`config.mk`:
```
export PLATFORM = sky130hd
export DESIGN_NAME = spi_word_assembler
export DESIGN_NICKNAME = d
export VERILOG_FILES = /design/src/rtl/spi_word_assembler.sv
export SDC_FILE = /design/constraint.sdc
export NUM_CORES = 1
export LEC_CHECK = 0
export CORE_AREA = 2 2 85 87
export CTS_CLUSTER_SIZE = 12
export DETAILED_ROUTE_END_ITERATION = 7
export DIE_AREA = 0 0 87 89
export GPL_ROUTABILITY_DRIVEN = 0
export PLACE_DENSITY_LB_ADDON = 0.15
export SYNTH_ARGS = -nofsm -noshare
export SYNTH_HDL_FRONTEND = slang
export SYNTH_SLANG_ARGS = --single-unit
```
`constraint.sdc`:
```
create_clock -name clk -period 4.3 [get_ports clk]
set_input_delay 0.43 -clock clk [delete_from_list [all_inputs] [get_ports clk]]
set_output_delay 0.43 -clock clk [all_outputs]
set_load 0.005 [all_outputs]
```
`src/rtl/spi_word_assembler.sv`:
```
// spi_word_assembler: SPI frame decoder that turns a command byte plus data bytes into 32-bit words.
// Define SPI_ASM_CHECKSUM_EN to require a 5th XOR checksum byte after each word.
module spi_word_assembler #(
   parameter int MAX_WORDS = 12
) (
   input  logic        clk,
   input  logic        reset,
   input  logic        cs_n,
   input  logic [7:0]  byte_in,
   input  logic        byte_valid,
   output logic [7:0]  tx_byte,
   output logic        tx_load,
   output logic [31:0] word_out,
   output logic [3:0]  word_addr,
   output logic        word_valid,
   input  logic        word_ready,
   output logic [7:0]  status
);

   typedef enum logic [1:0] {IDLE, CMD, DATA, DISCARD} state_e;

`ifdef SPI_ASM_CHECKSUM_EN
   localparam logic [2:0] LAST_BYTE = 3'd4;
`else
   localparam logic [2:0] LAST_BYTE = 3'd3;
`endif
   localparam logic [4:0] MAX_W = 5'(MAX_WORDS);

   state_e      state_q, state_d;
   logic        cs_q;
   logic [31:0] acc_q, acc_d;
   logic [2:0]  bcnt_q, bcnt_d;
   logic [4:0]  cnt_q, cnt_d;
   logic [3:0]  wacc_q, wacc_d;
   logic        ovr_q, ovr_d;
   logic        ferr_q, ferr_d;
   logic        chk_err;
   logic [31:0] word_out_q, word_out_d;
   logic [3:0]  word_addr_q, word_addr_d;
   logic        word_valid_q, word_valid_d;
   logic [7:0]  tx_byte_q, tx_byte_d;
   logic        tx_load_q, tx_load_d;

`ifdef SPI_ASM_CHECKSUM_EN
   logic        chk_q, chk_d;
   logic [7:0]  xor_q, xor_d;
   assign chk_err = chk_q;
`else
   assign chk_err = 1'b0;
`endif

   logic        cs_fall, cs_rise, bv, accept, done;
   logic [4:0]  idx;
   logic [31:0] done_word;

   assign cs_fall = cs_q & ~cs_n;
   assign cs_rise = ~cs_q & cs_n;
   assign bv      = byte_valid & ~cs_rise;
   assign accept  = word_valid_q & word_ready;
   // index the next completed word would take, counting an acceptance this cycle
   assign idx     = cnt_q + {4'd0, accept};

   assign status     = {ovr_q, chk_err, ferr_q, 1'b0, wacc_q};
   assign tx_byte    = tx_byte_q;
   assign tx_load    = tx_load_q;
   assign word_out   = word_out_q;
   assign word_addr  = word_addr_q;
   assign word_valid = word_valid_q;

   always_comb begin
      state_d      = state_q;
      acc_d        = acc_q;
      bcnt_d       = bcnt_q;
      cnt_d        = cnt_q;
      wacc_d       = wacc_q;
      ovr_d        = ovr_q;
      ferr_d       = ferr_q;
      word_out_d   = word_out_q;
      word_addr_d  = word_addr_q;
      word_valid_d = word_valid_q;
      tx_byte_d    = tx_byte_q;
      tx_load_d    = 1'b0;
      done         = 1'b0;
      done_word    = 32'd0;
`ifdef SPI_ASM_CHECKSUM_EN
      chk_d        = chk_q;
      xor_d        = xor_q;
`endif

      if (accept) begin
         word_valid_d = 1'b0;
         word_addr_d  = word_addr_q + 4'd1;
         cnt_d        = cnt_q + 5'd1;
         if (wacc_q != 4'hF) wacc_d = wacc_q + 4'd1;
      end

      if (cs_rise) begin
         state_d = IDLE;
         acc_d   = 32'd0;
         bcnt_d  = 3'd0;
`ifdef SPI_ASM_CHECKSUM_EN
         xor_d   = 8'h00;
`endif
      end else begin
         unique case (state_q)
            IDLE: begin
               if (cs_fall) begin
                  tx_byte_d = status;
                  tx_load_d = 1'b1;
                  state_d   = CMD;
               end
            end
            CMD: begin
               if (bv) begin
                  tx_byte_d = byte_in;
                  tx_load_d = 1'b1;
                  if (byte_in[7:1] == 7'b1010101) begin
                     state_d = DATA;
                     cnt_d   = 5'd0;
                     acc_d   = 32'd0;
                     bcnt_d  = 3'd0;
                     if (!word_valid_q || accept) word_addr_d = 4'd0;
                     if (byte_in[0]) begin
                        ovr_d  = 1'b0;
                        ferr_d = 1'b0;
`ifdef SPI_ASM_CHECKSUM_EN
                        chk_d  = 1'b0;
`endif
                     end
                  end else begin
                     ferr_d  = 1'b1;
                     state_d = DISCARD;
                  end
               end
            end
            DATA: begin
               if (bv) begin
                  tx_byte_d = byte_in;
                  tx_load_d = 1'b1;
                  if (idx >= MAX_W) begin
                     ferr_d  = 1'b1;
                     state_d = DISCARD;
                  end else begin
`ifdef SPI_ASM_CHECKSUM_EN
                     if (bcnt_q == LAST_BYTE) begin
                        bcnt_d = 3'd0;
                        xor_d  = 8'h00;
                        if (byte_in == xor_q) begin
                           done      = 1'b1;
                           done_word = acc_q;
                        end else begin
                           chk_d = 1'b1;
                        end
                     end else begin
                        acc_d  = (acc_q << 8) | {24'd0, byte_in};
                        xor_d  = xor_q ^ byte_in;
                        bcnt_d = bcnt_q + 3'd1;
                     end
`else
                     acc_d = (acc_q << 8) | {24'd0, byte_in};
                     if (bcnt_q == LAST_BYTE) begin
                        bcnt_d    = 3'd0;
                        done      = 1'b1;
                        done_word = acc_d;
                     end else begin
                        bcnt_d = bcnt_q + 3'd1;
                     end
`endif
                  end
               end
            end
            DISCARD: begin
            end
            default: state_d = IDLE;
         endcase
      end

      // a word finishing on top of an unaccepted one is dropped
      if (done) begin
         if (word_valid_q && !accept) begin
            ovr_d   = 1'b1;
            state_d = DISCARD;
         end else begin
            word_out_d   = done_word;
            word_addr_d  = idx[3:0];
            word_valid_d = 1'b1;
         end
      end
   end

   always_ff @(posedge clk) begin
      if (reset) begin
         state_q      <= IDLE;
         cs_q         <= 1'b0;
         acc_q        <= 32'd0;
         bcnt_q       <= 3'd0;
         cnt_q        <= 5'd0;
         wacc_q       <= 4'd0;
         ovr_q        <= 1'b0;
         ferr_q       <= 1'b0;
         word_out_q   <= 32'd0;
         word_addr_q  <= 4'd0;
         word_valid_q <= 1'b0;
         tx_byte_q    <= 8'h00;
         tx_load_q    <= 1'b0;
`ifdef SPI_ASM_CHECKSUM_EN
         chk_q        <= 1'b0;
         xor_q        <= 8'h00;
`endif
      end else begin
         state_q      <= state_d;
         cs_q         <= cs_n;
         acc_q        <= acc_d;
         bcnt_q       <= bcnt_d;
         cnt_q        <= cnt_d;
         wacc_q       <= wacc_d;
         ovr_q        <= ovr_d;
         ferr_q       <= ferr_d;
         word_out_q   <= word_out_d;
         word_addr_q  <= word_addr_d;
         word_valid_q <= word_valid_d;
         tx_byte_q    <= tx_byte_d;
         tx_load_q    <= tx_load_d;
`ifdef SPI_ASM_CHECKSUM_EN
         chk_q        <= chk_d;
         xor_q        <= xor_d;
`endif
      end
   end

endmodule

```
==> results.txt, run 1 <==
Worst-path cell chain = clkdlybuf4s50_1 > and3_1 > ha_1 > o21a_1 > a311o_1 > a2111oi_4 > buf_4 > nand3_1 > o21ai_0
Setup TNS = 0 ns
Share of cells above drive strength 1 = 6.11%
Worst-path fanout max = 70
Yosys top cell area share = 47.1%
EDFF count, synth = 0
Worst R2R Setup Slack = 1.65 ns
Via count = 3015
Ys flop type = dfxtp_1
Clock transition at path regs = 0.08 ns
Total global-route track usage = 22.0%
Flop pwr share = 54.8%
Outcome = complete, no violations
Tot Pwr = 0.00149 W
Max-cap violations = 0
Crit-path max cell delay = 0.55 ns
Post-Syn Area per Cell = 9.22 um2
CP max-delay cell = buf_4
Relative slew slack = 43.2%
Peak VDD IR = 0.000161 V
IO Port Bufs = 64
Worst-Margin Slew = 0.850 ns
Fin cells = 538
DP HPWL = 5590 um
Area growth, synth to finish = 23.4%
Met1 global-route usage = 28.6%
Root Buffer = clkbuf_8
Logic gate share of total power = 6.0%
Global-route wire length before repair = 13500 um
Initial antenna violation count = 0
Die Y = 89 um
Switching Share = 23.4%
CORE AREA = 6720 um2
Final wirelength = 8020 um
Fillers = 546
Fin. Hold Viols = 0
Fin. max-slew vios = 0
Clk network pwr share = 39.2%
Most frequent cells in the layout = 87 x dfxtp_1, 64 x clkdlybuf4s50_1, 40 x nand3_1
Initial Util = 55.0%
Placed cell count = 522
Pint = 0.00114 W
# resized after CTS = 0
DRT Pass-1 Iters = 4
Antenna fix cells = 0
Startpoint type of the worst setup path = input pin
Met2 GRT Util = 37.0%
Detail-routed net length per standard cell = 14.9 um
Total CTS buffers = 9
Clock Tree Buf Depth = 2
# hold bufs at CTS = 0
Pin count of the biggest net entering global routing = 71
Die W = 87 um
Kind of cell adding the most delay to the critical path = compound AO/OA/AOI/OAI gates
# rows = 30
Sw power = 0.000348 W
Sink Count = 87
ANT nets after route = 0
Top post-synthesis cells by area = dfxtp_1 47%, nand2b_1 6.6%, a22o_1 5.9%
Initial drt markers = 178
Met3 Use GR = 3.69%
Setup bufs post-CTS = 0
Busiest grt layer = met2
Post-route DRC violation count = 0
# IOs = 67
Commonest non-fill, non-tap cell in the layout = dfxtp_1
Yosys cell types = 44
Final Critical Period = 2.81 ns
Mapped cell area = 3700 um2
Final instance area = 4560 um2
Die area = 7740 um2
Register area share after synthesis = 47.1%
Ys async rst share = 0%
GR Overflow Total = 0
Via/cell ratio = 5.60
Placement Cell Area = 4360 um2
Number of global-route vias before repair = 2807
HP Class = reg2reg
Type of the worst setup path = in2reg
Power Density = 326 nW/um2
Ys Warns = 0
Setup crit end kind = flip-flop
WP buf/inv = 2
Final setup violating endpoints = 0
Synth area leader = dfxtp_1
Finished Core Util = 67.9%
Skew final = 0.00596 ns
CP required = 4.58 ns
Arrival time of the worst setup path = 3.09 ns
Post-route clock period utilization = 65.4%
Clock Latency Late Sink = 0.35 ns
F_max = 0.356 GHz
Leak = 1.60 nW
Post-Synthesis Cells = 401
Flops & latches, synth = 87
Htree depth = 3
CTS tree = done
Nets = 476
RSZ-0062 raised after global routing = false
Yosys cell counts (5+ instances only):
| cell | count |
|---|---|
| a211oi_1 | 9 |
| a21oi_1 | 11 |
| a22o_1 | 25 |
| buf_2 | 8 |
| clkbuf_1 | 18 |
| dfxtp_1 | 87 |
| ha_1 | 10 |
| inv_1 | 9 |
| mux2i_1 | 8 |
| nand2_1 | 16 |
| nand2b_1 | 39 |
| nand3_1 | 40 |
| nor2_1 | 25 |
| nor3_1 | 5 |
| o21ai_0 | 37 |
| xor2_1 | 6 |
cells by family after synthesis:
group                    Yosys count  synth area share (%)
other                              1                 0.101
adder cells (fa/ha/maj)           10                  3.38
multiplexers                       8                  2.17
AO/OA/AOI/OAI                    101                  19.5
XOR/XNOR                           9                  2.13
buffers and inverters             39                  4.64
AND/OR/NAND/NOR                  146                  21.0
flip-flops                        87                  47.1
power groups by stage:
stage | Combinational [W] | Sequential, W | Clock (W)
6_report | 0.0000887 | 0.000815 | 0.000583
5_1_grt | 0.0000977 | 0.000815 | 0.000625
4_1_cts | 0.0000884 | 0.000815 | 0.000600
3_5_place_dp | 0.0000881 | 0.000834 | 0
3_3_place_gp | 0.0000877 | 0.000834 | 0
2_1_floorplan | 0.0000502 | 0.000834 | 0
worst register-to-register path, delay by kind of cell, from the launching register on:
family,cells,cell delay (ns)
AOI/OAI and AO/OA,4,1.07
buffers and inverters,1,0.55
and+or+nand+nor,2,0.37
adders and majority gates,1,0.24
DFF,1,0.35
final timing paths:
kind,from,cells past startpoint,endpoint
setup / recovery,word_ready,9,word_out[5]
hold / removal,bcnt_q[2],2,bcnt_q[2]
setup reg to reg,cnt_q[0],8,word_out[5]
hold reg to reg,bcnt_q[2],2,bcnt_q[2]
metal layers:
| layer | part of all wire (%) | vias up | routed length (um) |
|---|---|---|---|
| li1 | - | 1523 | - |
| met1 | 45 | 1417 | 3630 |
| met2 | 50 | 64 | 4000 |
| met3 | 3.8 | 11 | 301 |
| met4 | 1.2 | 0 | 95 |
| met5 | 0 | - | 0 |
final cells by class:
type | instances | area, um2 | area share, %
flip-flops and latches | 87 | 1740 | 38.2
clock buffers | 10 | 138 | 3.02
clock inverters | 6 | 67.6 | 1.48
multi-input cells | 276 | 1800 | 39.4
repair buffers | 70 | 686 | 15.0
well taps | 80 | 100 | 2.19
inverters | 9 | 33.8 | 0.740
sequential cells by signal, summed over array words and instances (netlist names):
name        cells
word_out       32
acc_q          24
tx_byte         8
cnt_q           5
wacc_q          4
word_addr       4
bcnt_q          3
state_q         2
cs_q            1
ferr_q          1
ovr_q           1
tx_load         1
word_valid      1
through the flow:
stage          hold WS [ns]  setup WS (ns)
6_report              0.446           1.49
5_1_grt               0.482           1.25
4_1_cts               0.446           1.51
3_5_place_dp          0.432           1.12
3_3_place_gp          0.432           1.21
2_1_floorplan         0.420           1.98
No activity file was read; power rests on OpenSTA's default activity.
==> run 2: changes to the inputs <==
Settings changed: CORE_AREA 2 2 85 87 to 2 2 88 90, DIE_AREA 0 0 87 89 to 0 0 90 92.
Clock period 4.3 ns to 2.82 ns, I/O delays scaled along.
==> run 2 against run 1 <==
Net effect:
- via count down 0.53%
- sequential cell count unchanged
- first-iteration DRC count down 17%
- clock skew up 0.0045 ns
- total power up 47%
- final area up 0.74%
- register-to-register slack worse by 1.2 ns
- hold slack better by 0.0027 ns
- sequential power up 52%
- final cell count up 4.3%
==> results.txt, run 2 (synthesis gave the netlist of run 1 again) <==
Outcome = complete, no violations (unchanged)
Kind of cell adding the most delay to the critical path = compound AO/OA/AOI/OAI gates (unchanged)
Fin. Hold Viols = 0 (unchanged)
Post-route DRC violation count = 0 (unchanged)
Clk network pwr share = 36.9% (was 39.2%)
F_max = 0.417 GHz
Tot Pwr = 0.00218 W (was 0.00149 W)
Post-route clock period utilization = 84.9%
Pin count of the biggest net entering global routing = 72 (was 71)
Peak VDD IR = 0.000225 V (was 0.000161 V)
Pint = 0.00163 W (was 0.00114 W)
RSZ-0062 raised after global routing = false (unchanged)
Type of the worst setup path = in2reg (unchanged)
Clock Tree Buf Depth = 2 (unchanged)
Via count = 2999 (was 3015)
Root Buffer = clkbuf_8 (unchanged)
Worst-path cell chain = clkdlybuf4s50_1 > and3_1 > ha_1 > o21a_1 > a311o_1 > a2111oi_4 > buf_12 > nand3_1 > o21ai_0 (was clkdlybuf4s50_1 > and3_1 > ha_1 > o21a_1 > a311o_1 > a2111oi_4 > buf_4 > nand3_1 > o21ai_0)
Global-route wire length before repair = 13800 um (was 13500 um)
Share of cells above drive strength 1 = 6.10% (was 6.11%)
Sink Count = 87 (unchanged)
Worst-Margin Slew = 0.503 ns (was 0.850 ns)
Antenna fix cells = 0 (unchanged)
IO Port Bufs = 64 (unchanged)
CTS tree = done (unchanged)
Sw power = 0.000554 W (was 0.000348 W)
Final Critical Period = 2.40 ns
Setup bufs post-CTS = 0 (unchanged)
Finished Core Util = 61.7% (was 67.9%)
Relative slew slack = 66.4% (was 43.2%)
Power Density = 475 nW/um2 (was 326 nW/um2)
Die area = 8280 um2 (was 7740 um2)
Final setup violating endpoints = 0 (unchanged)
WP buf/inv = 2 (unchanged)
Clock transition at path regs = 0.09 ns (was 0.08 ns)
Logic gate share of total power = 6.3% (was 6.0%)
Met1 global-route usage = 25.1% (was 28.6%)
Nets = 477 (was 476)
Detail-routed net length per standard cell = 14.8 um (was 14.9 um)
Met2 GRT Util = 36.2% (was 37.0%)
Arrival time of the worst setup path = 2.68 ns (was 3.09 ns)
Initial drt markers = 147 (was 178)
Fin. max-slew vios = 0 (unchanged)
Via/cell ratio = 5.35 (was 5.60)
# IOs = 67 (unchanged)
Setup crit end kind = flip-flop (unchanged)
Most frequent cells in the layout = 87 x dfxtp_1, 64 x clkdlybuf4s50_1, 40 x nand3_1 (unchanged)
# hold bufs at CTS = 0 (unchanged)
Total global-route track usage = 20.7% (was 22.0%)
Final wirelength = 8290 um (was 8020 um)
Crit-path max cell delay = 0.45 ns (was 0.55 ns)
Commonest non-fill, non-tap cell in the layout = dfxtp_1 (unchanged)
Max-cap violations = 0 (unchanged)
Switching Share = 25.4% (was 23.4%)
ANT nets after route = 0 (unchanged)
# rows = 32 (was 30)
Area growth, synth to finish = 24.3% (was 23.4%)
Htree depth = 3 (unchanged)
Busiest grt layer = met2 (unchanged)
Hold path cells = 2 (unchanged)
Max reg flops = 32 (unchanged)
CP max-delay cell = clkdlybuf4s50_1 (was buf_4)
Clock Latency Late Sink = 0.36 ns (was 0.35 ns)
Leak = 1.60 nW (about the same)
DRT Pass-1 Iters = 4 (unchanged)
Die Y = 92 um (was 89 um)
CP required = 3.10 ns (was 4.58 ns)
Number of global-route vias before repair = 2885 (was 2807)
Flop pwr share = 56.9% (was 54.8%)
Initial antenna violation count = 0 (unchanged)
Initial Util = 49.6% (was 55.0%)
Worst-path fanout max = 71 (was 70)
# resized after CTS = 0 (unchanged)
Worst path depth = 9 (unchanged)
DP HPWL = 5700 um (was 5590 um)
Total CTS buffers = 9 (unchanged)
Startpoint type of the worst setup path = input pin (unchanged)
Setup TNS = 0 ns (unchanged)
Die W = 90 um (was 87 um)
HP Class = reg2reg (unchanged)
Cells on worst reg2reg path = 8 (unchanged)
GR Overflow Total = 0 (unchanged)
CORE AREA = 7450 um2 (was 6720 um2)
Skew final = 0.0105 ns (was 0.00596 ns)
Met3 Use GR = 2.88% (was 3.69%)
==> run 2: tightest hold or removal path, delay by kind of cell, from the launching register on <==
| kind | cells | cell delay [ns] |
|---|---|---|
| AND/OR/NAND/NOR | 1 | 0.06 |
| AO/OA/AOI/OAI | 1 | 0.03 |
| flip-flops | 1 | 0.33 |
==> run 2: area by class of cell <==
type	instances	area [um2]
multi-input cells	276	1800
inverters	9	33.8
clock inverters	6	51.3
clock buffers	10	128
well taps	102	128
flip-flops and latches	87	1740
fillers	653	2850
repair buffers	71	718
==> run 2: power groups by stage <==
stage / logic (W) / registers, W / clock network, W
global placement: 0.000135 / 0.00127 / 0
CTS: 0.000137 / 0.00124 / 0.000825
detailed placement: 0.000137 / 0.00127 / 0
finish: 0.000137 / 0.00124 / 0.000805
floorplan: 0.0000765 / 0.00127 / 0
global route: 0.000148 / 0.00124 / 0.000882
==> run 2: path summary, 6_finish.rpt <==
check | start | to | slack, ns
setup / recovery | word_ready | word_out[11] | 0.42
hold / removal | bcnt_q[2] | bcnt_q[2] | 0.45
setup reg to reg | cnt_q[0] | word_out[11] | 0.43
hold reg to reg | bcnt_q[2] | bcnt_q[2] | 0.45
==> run 2: metal layers <==
metal	up-vias	share of wire [%]
met5	-	0
met4	0	1.6
met3	9	3.2
met2	57	50
met1	1404	45
li1	1529	-
==> run 2: through the flow <==
stage | hold WS [ns] | setup slack, ns | instances | cell area [um2]
after global placement | 0.433 | 0.132 | 545 | 4420
after floorplan | 0.408 | 0.561 | 402 | 3700
after global routing | 0.478 | 0.213 | 561 | 4600
final | 0.449 | 0.424 | 561 | 4600
after CTS | 0.448 | 0.448 | 561 | 4600
after detailed placement | 0.434 | 0.0689 | 545 | 4420
==> run 3: changes to the inputs <==
Clock period 2.82 ns to 2.3 ns, I/O delays scaled along.
==> run 3 against run 2 <==
Net effect:
- via count rose by 3.7%
- largest cell class unchanged
- total power up 19%
- worst setup slack worse by 0.31 ns
- combinational power up 33%
- non-clock buffer count rose by 22
- sequential power up 23%
==> results.txt, run 3 (synthesis gave the netlist of run 1 again) <==
Root Buffer = clkbuf_8 (unchanged)
Clk network pwr share = 34.4% (was 36.9%)
Skew final = 0.00638 ns (was 0.0105 ns)
CP required = 2.57 ns (was 3.10 ns)
Antenna fix cells = 0 (unchanged)
Post-route clock period utilization = 95.0%
Final Critical Period = 2.18 ns
Commonest non-fill, non-tap cell in the layout = dfxtp_1 (unchanged)
Switching Share = 23.9% (was 25.4%)
Storage element area = 1740 um2 (about the same)
Via count = 3111 (was 2999)
Most frequent cells in the layout = 86 x dfxtp_1, 64 x clkdlybuf4s50_1, 39 x nand2b_1, 39 x nand3_1, 36 x o21ai_0 (was 87 x dfxtp_1, 64 x clkdlybuf4s50_1, 40 x nand3_1)
HP Class = reg2reg (unchanged)
Final wirelength = 8550 um (was 8290 um)
# rows = 32 (unchanged)
Max reg flops = 32 (unchanged)
Setup TNS = 0 ns (unchanged)
DRT Pass-1 Iters = 4 (unchanged)
Die Y = 92 um (unchanged)
Peak VDD IR = 0.000293 V (was 0.000225 V)
Logic gate share of total power = 7.0% (was 6.3%)
Fin. Hold Viols = 0 (unchanged)
Total global-route track usage = 21.2% (was 20.7%)
F_max = 0.458 GHz
Clock Tree Buf Depth = 2 (unchanged)
Finished Core Util = 64.7% (was 61.7%)
Total CTS buffers = 9 (unchanged)
Die area = 8280 um2 (unchanged)
Multi-input gate area = 1820 um2 (was 1800 um2)
IO Port Bufs = 64 (unchanged)
Via/cell ratio = 5.35 (about the same)
Setup crit end kind = flip-flop (unchanged)
Initial antenna violation count = 0 (unchanged)
Detail-routed net length per standard cell = 14.7 um (was 14.8 um)
Pint = 0.00198 W (was 0.00163 W)
Arrival time of the worst setup path = 2.46 ns (was 2.68 ns)
GR Overflow Total = 0 (unchanged)
Placement Cell Area = 4590 um2 (was 4420 um2)
CTS tree = done (unchanged)
DP HPWL = 6080 um (was 5700 um)
# IOs = 67 (unchanged)
Clock transition at path regs = 0.08 ns (was 0.09 ns)
Final WS setup = 0.116 ns (was 0.424 ns)
Startpoint type of the worst setup path = flip-flop (was input pin)
Power Density = 540 nW/um2 (was 475 nW/um2)
Initial Util = 49.6% (unchanged)
Final instance area = 4810 um2 (was 4600 um2)
Flop pwr share = 58.6% (was 56.9%)
Fillers = 645 (was 653)
Pin count of the biggest net entering global routing = 40 (was 72)
Fin. max-slew vios = 0 (unchanged)
Worst-path fanout max = 5 (was 71)
Clock Latency Late Sink = 0.35 ns (was 0.36 ns)
CORE AREA = 7450 um2 (unchanged)
Post-route DRC violation count = 0 (unchanged)
Nets = 499 (was 477)
Sw power = 0.000621 W (was 0.000554 W)
Htree depth = 3 (unchanged)
Number of global-route vias before repair = 3013 (was 2885)
Sink Count = 87 (unchanged)
Area growth, synth to finish = 30.2% (was 24.3%)
Leak = 1.71 nW (was 1.60 nW)
Share of cells above drive strength 1 = 11.1% (was 6.10%)
Pre-CTS setup slack = -0.309 ns (was 0.0689 ns)
# hold bufs at CTS = 0 (unchanged)
ANT nets after route = 0 (unchanged)
Max-cap violations = 0 (unchanged)
Outcome = complete, no violations (unchanged)
Initial drt markers = 136 (was 147)
Global-route wire length before repair = 14100 um (was 13800 um)
Type of the worst setup path = reg2reg (was in2reg)
Die W = 90 um (unchanged)
Final setup violating endpoints = 0 (unchanged)
-- run 3: path summary, 6_finish.rpt --
check / startpoint / slack, ns / cells past startpoint / to
worst max register to register: cnt_q[0] / 0.12 / 12 / word_out[31]
worst max-delay path: cnt_q[0] / 0.12 / 12 / word_out[31]
worst min register to register: bcnt_q[2] / 0.45 / 2 / bcnt_q[2]
worst min-delay path: bcnt_q[2] / 0.45 / 2 / bcnt_q[2]
-- run 3: worst max-delay path, stage by stage, from the launching register on --
cell	delay [ns]
dfxtp_2	0.32
and3_4	0.18
ha_4	0.16
buf_6	0.12
nor3b_2	0.17
a21oi_1	0.08
buf_4	0.15
a2111oi_4	0.37
buf_6	0.19
buf_4	0.11
buf_4	0.11
nand3_1	0.07
o21ai_0	0.08
-- run 3: final cells by class --
class	instances	area share, %
Tap cell	102	2.65
Clock inverter	4	0.520
Inverter	9	0.702
Sequential cell	87	36.2
Multi-Input combinational cell	276	37.9
Clock buffer	10	2.65
Timing Repair Buffer	93	19.4
-- run 3: per-stage QoR --
| step | power (W) | instances | hold WS [ns] |
|---|---|---|---|
| global route | 0.00271 | 581 | 0.472 |
| detailed placement | 0.00174 | 565 | 0.437 |
| CTS | 0.00263 | 579 | 0.451 |
| finish | 0.00260 | 581 | 0.452 |
| global placement | 0.00174 | 565 | 0.433 |
| floorplan | 0.00165 | 402 | 0.356 |
-- run 3: repair_timing --
| item | in CTS | in global routing |
|---|---|---|
| resized for setup | 0 | 9 |
| buffers inserted | 0 | 1 |
| gates cloned | 0 | 1 |
| setup endpoints to repair | 1 | 30 |
| pin swaps | 1 | 1 |
-- run 3: layer usage --
metal  part of all wire (%)  vias to the layer above  GRT usage, %
met4                    1.8                        0          8.21
li1                       -                     1568             -
met2                     52                       74          38.5
met3                    3.6                       17          3.20
met5                      0                        -             0
met1                     43                     1452          25.2
-- run 3: power groups by stage --
stage               Sequential, W  Combinational, W  Clock (W)
global route              0.00153          0.000197   0.000989
floorplan                 0.00156         0.0000938          0
global placement          0.00156          0.000178          0
CTS                       0.00152          0.000182   0.000923
finish                    0.00152          0.000182   0.000895
detailed placement        0.00156          0.000181          0
